### config.mk
export PLATFORM = sky130hd
export DESIGN_NAME = wb_fifo_slave_flat
export DESIGN_NICKNAME = d
export VERILOG_FILES = /design/src/rtl/wb_fifo_slave_if.sv /design/src/rtl/wb_fifo_slave.sv /design/src/flat_wrapper.sv
export SDC_FILE = /design/constraint.sdc
export NUM_CORES = 1
export LEC_CHECK = 0
export CORE_MARGIN = 4
export CORE_UTILIZATION = 50
export CTS_BUF_LIST = sky130_fd_sc_hd__clkbuf_4
export DETAILED_ROUTE_END_ITERATION = 6
export DONT_BUFFER_PORTS = 1
export MAX_ROUTING_LAYER = met4
export REMOVE_ABC_BUFFERS = 1
export SLEW_MARGIN = 15
export SYNTH_ARGS = -nofsm -noshare
export SYNTH_HDL_FRONTEND = slang
export SYNTH_SLANG_ARGS = --single-unit
### constraint.sdc
create_clock -name clk -period 4.9 [get_ports clk]
set_input_delay 0.735 -clock clk [delete_from_list [all_inputs] [get_ports clk]]
set_output_delay 0.735 -clock clk [all_outputs]
set_load 0.005 [all_outputs]
### src/rtl/wb_fifo_slave_if.sv
// Wishbone B3 classic bus bundle shared by bridges (master side) and peripherals (slave side).
interface wishbone_b3;
   logic [31:0] adr;
   logic        cyc;
   logic        stb;
   logic        we;
   logic [3:0]  sel;
   logic [31:0] dat_m2s;
   logic [31:0] dat_s2m;
   logic        ack;
   logic        err;
   logic        rty;
   logic [2:0]  cti;
   logic [1:0]  bte;

   modport master (output adr, cyc, stb, we, sel, dat_m2s, cti, bte,
                   input  dat_s2m, ack, err, rty);
   modport slave  (input  adr, cyc, stb, we, sel, dat_m2s, cti, bte,
                   output dat_s2m, ack, err, rty);
endinterface

### src/rtl/wb_fifo_slave.sv
// Wishbone B3 classic slave: bus-written word FIFO drained by a local FWFT pop port,
// with STATUS/CTRL registers and a threshold level interrupt.
module wb_fifo_slave #(
   parameter int  DEPTH = 16,
   localparam int CW    = $clog2(DEPTH) + 1,
   localparam int AW    = $clog2(DEPTH)
) (
   input  logic        clk,
   input  logic        rst,
   wishbone_b3.slave   wb,
   input  logic        pop,
   output logic [31:0] dout,
   output logic        empty,
   output logic        irq
);

   localparam logic [CW-1:0] FULL_CNT = CW'(DEPTH);

   logic [31:0]   mem [DEPTH];
   logic [AW-1:0] wr_ptr;
   logic [AW-1:0] rd_ptr;
   logic [CW-1:0] count;
   logic [CW-1:0] thr;
   logic          irq_en;
   logic          irq_q;
   logic          ack_q;
   logic          err_q;
   logic [31:0]   rdata_q;

   logic          full;
   logic          accept;
   logic          resp_ack;
   logic          resp_err;
   logic          bus_push;
   logic          ctrl_wr;
   logic          flush;
   logic          pop_eff;
   logic [31:0]   rd_val;
   logic [31:0]   status;
   logic [31:0]   ctrl_rd;
   logic          unused_bits;

   assign unused_bits = ^{wb.adr[31:4], wb.adr[1:0], wb.cti, wb.bte};

   assign full    = (count == FULL_CNT);
   assign empty   = (count == '0);
   assign dout    = empty ? 32'd0 : mem[rd_ptr];
   assign irq     = irq_q;
   assign pop_eff = pop & ~empty;

   assign wb.ack     = ack_q;
   assign wb.err     = err_q;
   assign wb.rty     = 1'b0;
   assign wb.dat_s2m = rdata_q;

   // The ack/err cycle itself must not be taken as a new transfer.
   assign accept  = wb.cyc & wb.stb & ~ack_q & ~err_q;
   assign status  = {13'd0, irq_q, full, empty, 16'(count)};
   assign ctrl_rd = {19'd0, 5'(thr), 6'd0, irq_en, 1'b0};
   assign flush   = ctrl_wr & wb.sel[0] & wb.dat_m2s[0];

   always_comb begin
      resp_ack = 1'b0;
      resp_err = 1'b0;
      bus_push = 1'b0;
      ctrl_wr  = 1'b0;
      rd_val   = 32'd0;
      if (accept) begin
         case (wb.adr[3:2])
            2'd0: begin
               if (wb.we) begin
                  // Fullness is judged before any same-cycle local pop.
                  if (wb.sel != 4'hF || full) begin
                     resp_err = 1'b1;
                  end else begin
                     resp_ack = 1'b1;
                     bus_push = 1'b1;
                  end
               end else begin
                  resp_ack = 1'b1;
               end
            end
            2'd1: begin
               if (wb.we) begin
                  resp_err = 1'b1;
               end else begin
                  resp_ack = 1'b1;
                  rd_val   = status;
               end
            end
            2'd2: begin
               resp_ack = 1'b1;
               if (wb.we) ctrl_wr = 1'b1;
               else       rd_val  = ctrl_rd;
            end
            default: resp_err = 1'b1;
         endcase
      end
   end

   always_ff @(posedge clk or posedge rst) begin
      if (rst) begin
         ack_q   <= 1'b0;
         err_q   <= 1'b0;
         rdata_q <= 32'd0;
         irq_en  <= 1'b0;
         thr     <= '0;
         wr_ptr  <= '0;
         rd_ptr  <= '0;
         count   <= '0;
         irq_q   <= 1'b0;
      end else begin
         ack_q <= resp_ack;
         err_q <= resp_err;
         if (accept && (!wb.we || resp_err)) rdata_q <= rd_val;

         if (ctrl_wr) begin
            if (wb.sel[0]) irq_en <= wb.dat_m2s[1];
            if (wb.sel[1]) thr    <= CW'(wb.dat_m2s[12:8]);
         end

         if (flush) begin
            wr_ptr <= '0;
            rd_ptr <= '0;
            count  <= '0;
         end else begin
            if (bus_push) wr_ptr <= wr_ptr + 1'b1;
            if (pop_eff)  rd_ptr <= rd_ptr + 1'b1;
            case ({bus_push, pop_eff})
               2'b10:   count <= count + 1'b1;
               2'b01:   count <= count - 1'b1;
               default: count <= count;
            endcase
         end

         irq_q <= irq_en & (count <= thr);
      end
   end

   always_ff @(posedge clk) begin
      if (bus_push) mem[wr_ptr] <= wb.dat_m2s;
   end

endmodule

### src/flat_wrapper.sv
// flat-port wrapper written by rule: the top's interface ports become plain ports
module wb_fifo_slave_flat 
#(
   parameter int  DEPTH = 16,
   localparam int CW    = $clog2(DEPTH) + 1,
   localparam int AW    = $clog2(DEPTH)
)
  (clk, rst, pop, dout, empty, irq, wb_adr, wb_cyc, wb_stb, wb_we, wb_sel, wb_dat_m2s, wb_cti, wb_bte, wb_dat_s2m, wb_ack, wb_err, wb_rty);
  wishbone_b3 wb_i ();
  input  logic clk;
  input  logic rst;
  input  logic pop;
  output logic [31:0] dout;
  output logic empty;
  output logic irq;
  input wire logic [$bits(wb_i.adr)-1:0] wb_adr;
  input wire logic [$bits(wb_i.cyc)-1:0] wb_cyc;
  input wire logic [$bits(wb_i.stb)-1:0] wb_stb;
  input wire logic [$bits(wb_i.we)-1:0] wb_we;
  input wire logic [$bits(wb_i.sel)-1:0] wb_sel;
  input wire logic [$bits(wb_i.dat_m2s)-1:0] wb_dat_m2s;
  input wire logic [$bits(wb_i.cti)-1:0] wb_cti;
  input wire logic [$bits(wb_i.bte)-1:0] wb_bte;
  output wire logic [$bits(wb_i.dat_s2m)-1:0] wb_dat_s2m;
  output wire logic [$bits(wb_i.ack)-1:0] wb_ack;
  output wire logic [$bits(wb_i.err)-1:0] wb_err;
  output wire logic [$bits(wb_i.rty)-1:0] wb_rty;
  assign wb_i.adr = wb_adr;
  assign wb_i.cyc = wb_cyc;
  assign wb_i.stb = wb_stb;
  assign wb_i.we = wb_we;
  assign wb_i.sel = wb_sel;
  assign wb_i.dat_m2s = wb_dat_m2s;
  assign wb_i.cti = wb_cti;
  assign wb_i.bte = wb_bte;
  assign wb_dat_s2m = wb_i.dat_s2m;
  assign wb_ack = wb_i.ack;
  assign wb_err = wb_i.err;
  assign wb_rty = wb_i.rty;
  wb_fifo_slave #(.DEPTH(DEPTH)) u_core (.clk(clk), .rst(rst), .wb(wb_i), .pop(pop), .dout(dout), .empty(empty), .irq(irq));
endmodule
; Word level (Yosys, flattened, before mapping)
; Memory sizes are Yosys's and may differ from the RTL's.
; Index checks and enable logic that the tools add are counted.
[word_totals]
wordCells = 70
mem_bits_rw = 512
n_memories = 1
regBits = 54
[mem_list]
columns = memory, words, word_bits, rd, rd_clocked_by_memory_dff, wr, line_no
row1 = u_core.mem, 16, 32, 1, 0, 1, wb_fifo_slave.sv:19  ; logic [31:0] mem [DEPTH];
[op_classes]
n_reduce_logical = 11
eq_ne = 6
n_lt_le_gt_ge = 1
n_mux = 28
n_addsub = 4
n_bitwise = 10
[ops]
columns = cell, count
row1 = $mux 32, 2
row2 = $pmux 32 s2, 1
row3 = $mux 19, 1
row4 = $mux 4, 4
row5 = $mux 1, 15
row6 = $mux 13, 1
row7 = $pmux 5 s2, 1
row8 = $add 4x1->4 const B, 2
row9 = $and 1x1->1, 7
row10 = $pmux 1 s3, 2
row11 = $add 5x1->5 const B, 1
row12 = $eq 5x5->1 const B, 1
row13 = $le 5x5->1, 1
row14 = $logic_not 5->1, 1
row15 = $mux 5, 1
row16 = $sub 5x1->5 const B, 1
row17 = $eq 2x1->1 const B, 2
row18 = $eq 2x2->1 const B, 2
row19 = $ne 4x4->1 const B, 1
row20 = $reduce_and 2->1, 2
row21 = $reduce_bool 2->1, 2
row22 = $not 1->1, 3
row23 = $reduce_bool 3->1, 1
row24 = $logic_not 2->1, 1
row25 = other kinds (3), 4

; Longest topological paths before layout
[depth]
word_depth = 9
mapped_depth = 15
mapped_depth_nobuf = 13

; Worst setup path after synthesis
; OpenSTA, ideal clock, no wires.
[synth_timing]
path_type = in2reg
start = in wb_adr[2]
end = reg u_core.count[2]
path_buffers = 2
required_time_ns = 4.822
arrival_ns = 3.148
path_slack_ns = 1.674
stages = 15
cell_sequence = inv_1 ha_1 inv_1 a211o_1 buf_2 nor2_1 inv_1 ha_1 clkbuf_1 xor2_1 ha_1 a21oi_1 xor2_1 or3_1 a21oi_1
[synth_via]
elab_chain_len = 6
elab_cells_between_ends = 13
classes_between = 3 x eq/ne / 6 x mux / 2 x bitwise / 2 x reduce/logical
[synth_rtl]
columns = item, line_no
row1 = start: declaration, flat_wrapper.sv:16  ; input wire logic [$bits(wb_i.adr)-1:0] wb_adr;
row2 = $logic_not 2->1 or $eq 2x2->1 (tied branches), wb_fifo_slave.sv:69  ; case (wb.adr[3:2])
row3 = $mux 1, wb_fifo_slave.sv:69
row4 = $mux 1, wb_fifo_slave.sv:68  ; if (accept) begin
row5 = $eq 2x1->1 (tied with other cells), wb_fifo_slave.sv:129  ; case ({bus_push, pop_eff})
row6 = $pmux 5 s2 or $and 1x1->1 (tied branches), "wb_fifo_slave.sv:129, wb_fifo_slave.sv:60"
row7 = $mux 5 or $reduce_bool 3->1 (tied branches), --
row8 = end signal: assignment, wb_fifo_slave.sv:130  ; 2'b10: count <= count + 1'b1;
row9 = end signal: assignment, wb_fifo_slave.sv:131  ; 2'b01: count <= count - 1'b1;
row10 = end signal: assignment, wb_fifo_slave.sv:132  ; default: count <= count;
row11 = end: declaration, wb_fifo_slave.sv:22  ; logic [CW-1:0] count;
; Several ways; a longest one is shown, not always the timed one.
; A chain may end at the register's enable or synchronous reset.

; Worst setup path in the final report
[layout_timing]
start = reg u_core.count[3]
end = out dout[17]
[layout_via]
elab_chain_len = 2
[layout_rtl]
columns = item, line_no
row1 = $logic_not 5->1, wb_fifo_slave.sv:46  ; assign empty = (count == '0);
row2 = $mux 32, wb_fifo_slave.sv:47  ; assign dout = empty ? 32'd0 : mem[rd_ptr];
row3 = end: declaration, flat_wrapper.sv:13  ; output logic [31:0] dout;
; Every way passes these cells.

==> flow_metrics.py <==
metrics = {
    "timing": {
        "setup-violations-final": 0,
        "slew_headroom_pct": 25.67,
        "timing_hold_violations_final": 0,
        "slew_viol_final": 0,
        "hold_ws_ns": 0.1594,
        "worst_slew_pin_slew_ns": 1.115,
        "layout_min_cycle_time_ns": 4.442,
        "fmax_ghz": 0.2251,
        "period_share_pct": 90.66,
        "skew_ns": 0.05704,
        "grt_setup_unrepaired": "false",
    },
    "grt": {
        "grt_pass1_vias": 11557,
        "antenna_found_initial": 3,
        "track_usage_pct": 20.77,
        "gr-total-overflow": 0,
        "grt_start_max_net_pins": 54,
        "grt_pass1_wl_um": 70310,
    },
    "worst_hold_path": {
        "hp-class": "in -> reg",
        "hold_path_depth": 2,
        "hp-start": "wb_we",
    },
    "routing": {
        "drc": 0,
        "post_drt_wl_per_cell_um": 24.58,
        "detail-route-antenna-nets": 0,
        "via_per_inst": 5.708,
        "first_pass_iters": 5,
        "drtIter0Drc": 848,
        "routed_wl_um": 46040,
        "num_vias": 10692,
    },
    "clock_tree": {
        "path_clk_slew_ns": 0.06,
        "cts_buffers": 141,
        "cts_tree": "yes",
        "cts.path.max_buffers": 3,
        "cts-root-buf": "clkbuf_4",
        "h-tree-depth": 4,
        "cts.sinks": 547,
        "cts_resized": 0,
        "insertion_delay_ns": 0.84,
    },
    "placement": {
        "place_congestion": 0.7730,
        "io_buffer_count": 0,
        "hpwl_um": 25450,
        "placed_area_um2": 22390,
        "dp_cells": 1599,
    },
    "setup_path": {
        "cp_top_family": "simple AND/OR/NAND/NOR gates",
        "cp-end-kind": "output port",
        "critPathBufInv": 2,
        "worstSetupStartpoint": "u_core.count[3]",
        "worst_ep_arrival_time_ns": 3.71,
        "cp_num_cells": 6,
        "required_ns": 4.16,
        "worstSetupPathType": "reg -> out",
        "crit_chain": "or4_4, nor2_8, buf_4, nor2_4, buf_4, a221o_1",
        "worstReg2RegStart": "u_core.count[3]",
        "cp_max_fo": 22,
        "worst_path_most_repeated_cell": "buf_4",
        "cp_slowest_stage_delay_ns": 0.64,
        "worstRegToRegCells": 11,
        "cpMaxStageDelayCell": "or4_4",
        "startpoint_type": "flip-flop",
    },
    "floorplanning": {
        "dieArea_um2": 46970,
        "dieHeight_um": 216.7,
        "rows": 76,
        "ioPinCount": 148,
        "fp.coreArea_um2": 43080,
        "start_util_pct": 50.56,
        "die_x_um": 216.7,
    },
    "logic_synthesis": {
        "ys_warn_count": 0,
        "synth_edf_count": 512,
        "netlist_instances": 1042,
        "synth.distinct_cells": 54,
        "synth.avg_cell_area_um2": 20.90,
        "synth.yosys.seq_area_share_pct": 74.61,
        "ys_ff_latch": 547,
        "syn-cell-area_um2": 21780,
        "synth_top_flop_cell": "edfxtp_1",
        "async_reset_ff_share_pct": 6.399,
    },
    "final_layout": {
        "area_delta_synth_final_pct": 12.74,
        "drive_above_1_share_pct": 32.14,
        "stdcell_area_um2": 24560,
        "final_common_cell": "edfxtp_1",
        "nets": 1287,
        "fill_cells": 3261,
        "final_cell_mix": "edfxtp_1 (512), clkbuf_4 (204), mux4_2 (128), mux2i_1 (36)",
        "fin_cells": 1873,
    },
    "power": {
        "p_seq_share_pct": 44.5,
        "p_clk_share_pct": 32.1,
        "p_per_area_nw_per_um2": 501.8,
        "switching_share_pct": 28.21,
        "irDropWorstVdd_mv": 0.2730,
        "p_switching_mw": 3.476,
        "p_int_mw": 8.846,
        "leakagePower_nw": 8.286,
        "combPwrFrac_pct": 23.4,
    },
    "outcome": {
        "status": "completed",
    },
    "run": {
        "drv_cap": 0,
    },
}
==> layout make-up <==
class                           instances  area (um2)  share of cell area (%)
Inverter                               19       71.32                  0.2904
Clock buffer                          204        1531                   6.237
Multi-Input combinational cell        415        5050                   20.56
Antenna cell                            3       7.507                 0.03057
Timing Repair Buffer                   67       613.1                   2.497
Sequential cell                       547       16260                   66.22
Tap cell                              585       732.0                   2.981
Clock inverter                         33       290.3                   1.182
==> cells in the mapped netlist, types with 10 or more instances <==
library cell | instances | area share, %
nor3_1 | 34 | 0.78
o21ai_0 | 17 | 0.39
edfxtp_1 | 512 | 71
a221o_1 | 32 | 1.5
nand2_1 | 18 | 0.31
clkbuf_1 | 14 | 0.24
dfrtp_1 | 35 | 4.0
inv_1 | 19 | 0.33
buf_4 | 22 | 0.76
a21oi_1 | 10 | 0.23
mux2i_1 | 36 | 1.7
mux4_2 | 128 | 13
ha_1 | 17 | 0.98
buf_2 | 27 | 0.62
buf_6 | 11 | 0.57
nand4_1 | 10 | 0.29
and2_1 | 12 | 0.34
==> final timing paths <==
| kind | slack [ns] | to |
|---|---|---|
| worst max-delay path | 0.46 | dout[17] |
| worst min-delay path | 0.16 | u_core.wb.err |
| worst max register to register | 1.59 | u_core.count[4] |
| worst min register to register | 0.52 | u_core.wb.dat_s2m[1] |
| max in group asynchronous | 4.06 | u_core.rd_ptr[1] |
| min in group asynchronous | 0.47 | u_core.wb.dat_s2m[1] |
==> worst register-to-register path, delay by kind of cell, from the launching register on <==
family                   cells  cell delay (ns)
XOR/XNOR                     1             0.18
AO/OA/AOI/OAI                3             0.85
adder cells (fa/ha/maj)      2             0.54
multiplexers                 1             0.24
AND/OR/NAND/NOR              3             0.73
buffers and inverters        1             0.11
flip-flops                   1             0.51
==> power groups by stage <==
stage	clock [mW]	sequential, mW	combinational [mW]
6_report	3.96	5.48	2.88
2_1_floorplan	0	5.77	2.16
3_3_place_gp	0	5.59	2.85
4_1_cts	4.09	5.49	2.95
5_1_grt	4.36	5.51	3.14
3_5_place_dp	0	5.59	2.88
==> stage by stage <==
step | setup slack [ns] | TNS [ns] | total power [mW] | util, %
global route | 0.2598 | 0 | 13.01 | 57.01
floorplan | -0.9456 | -30.26 | 7.930 | -
detailed placement | 1.294 | 0 | 8.462 | 51.97
CTS | 0.3777 | 0 | 12.53 | 56.99
finish | 0.4577 | 0 | 12.32 | 57.01
global placement | 1.317 | 0 | 8.440 | 51.97
==> kinds of logic (layout without fill, tap and decap cells) <==
family,count (synthesis),in the layout,synth area share [%]
simple gates,123,123,3.297
xor+xnor,6,6,0.2413
flops,547,547,74.61
fa+ha+maj,17,17,0.9765
other cells,1,23,0.01722
mux,176,176,15.51
compound gates,73,73,2.694
buf+inv,99,323,2.654
==> layer usage <==
layer / up-vias / part of all wire (%) / global-route usage, %
li1: 4684 / - / -
met1: 5614 / 44 / 28.22
met2: 332 / 48 / 31.27
met3: 62 / 6.3 / 5.398
met4: 0 / 1.5 / 6.678
met5: - / 0 / -
==> registers in the layout, indices dropped and copies added, names as in the netlist <==
register	count
u_core.wb.dat_s2m	13
u_core.wb.err	1
u_core.mem	512
u_core.irq_en	1
u_core.wr_ptr	4
u_core.rd_ptr	4
u_core.thr	5
u_core.wb.ack	1
u_core.irq	1
u_core.count	5
==> repair_timing <==
item | CTS | global route
setup buffers | 0 | 0
hold endpoints to repair | 554 | 0
hold buffers | 34 | 0
(Power assumes the default switching activity.)
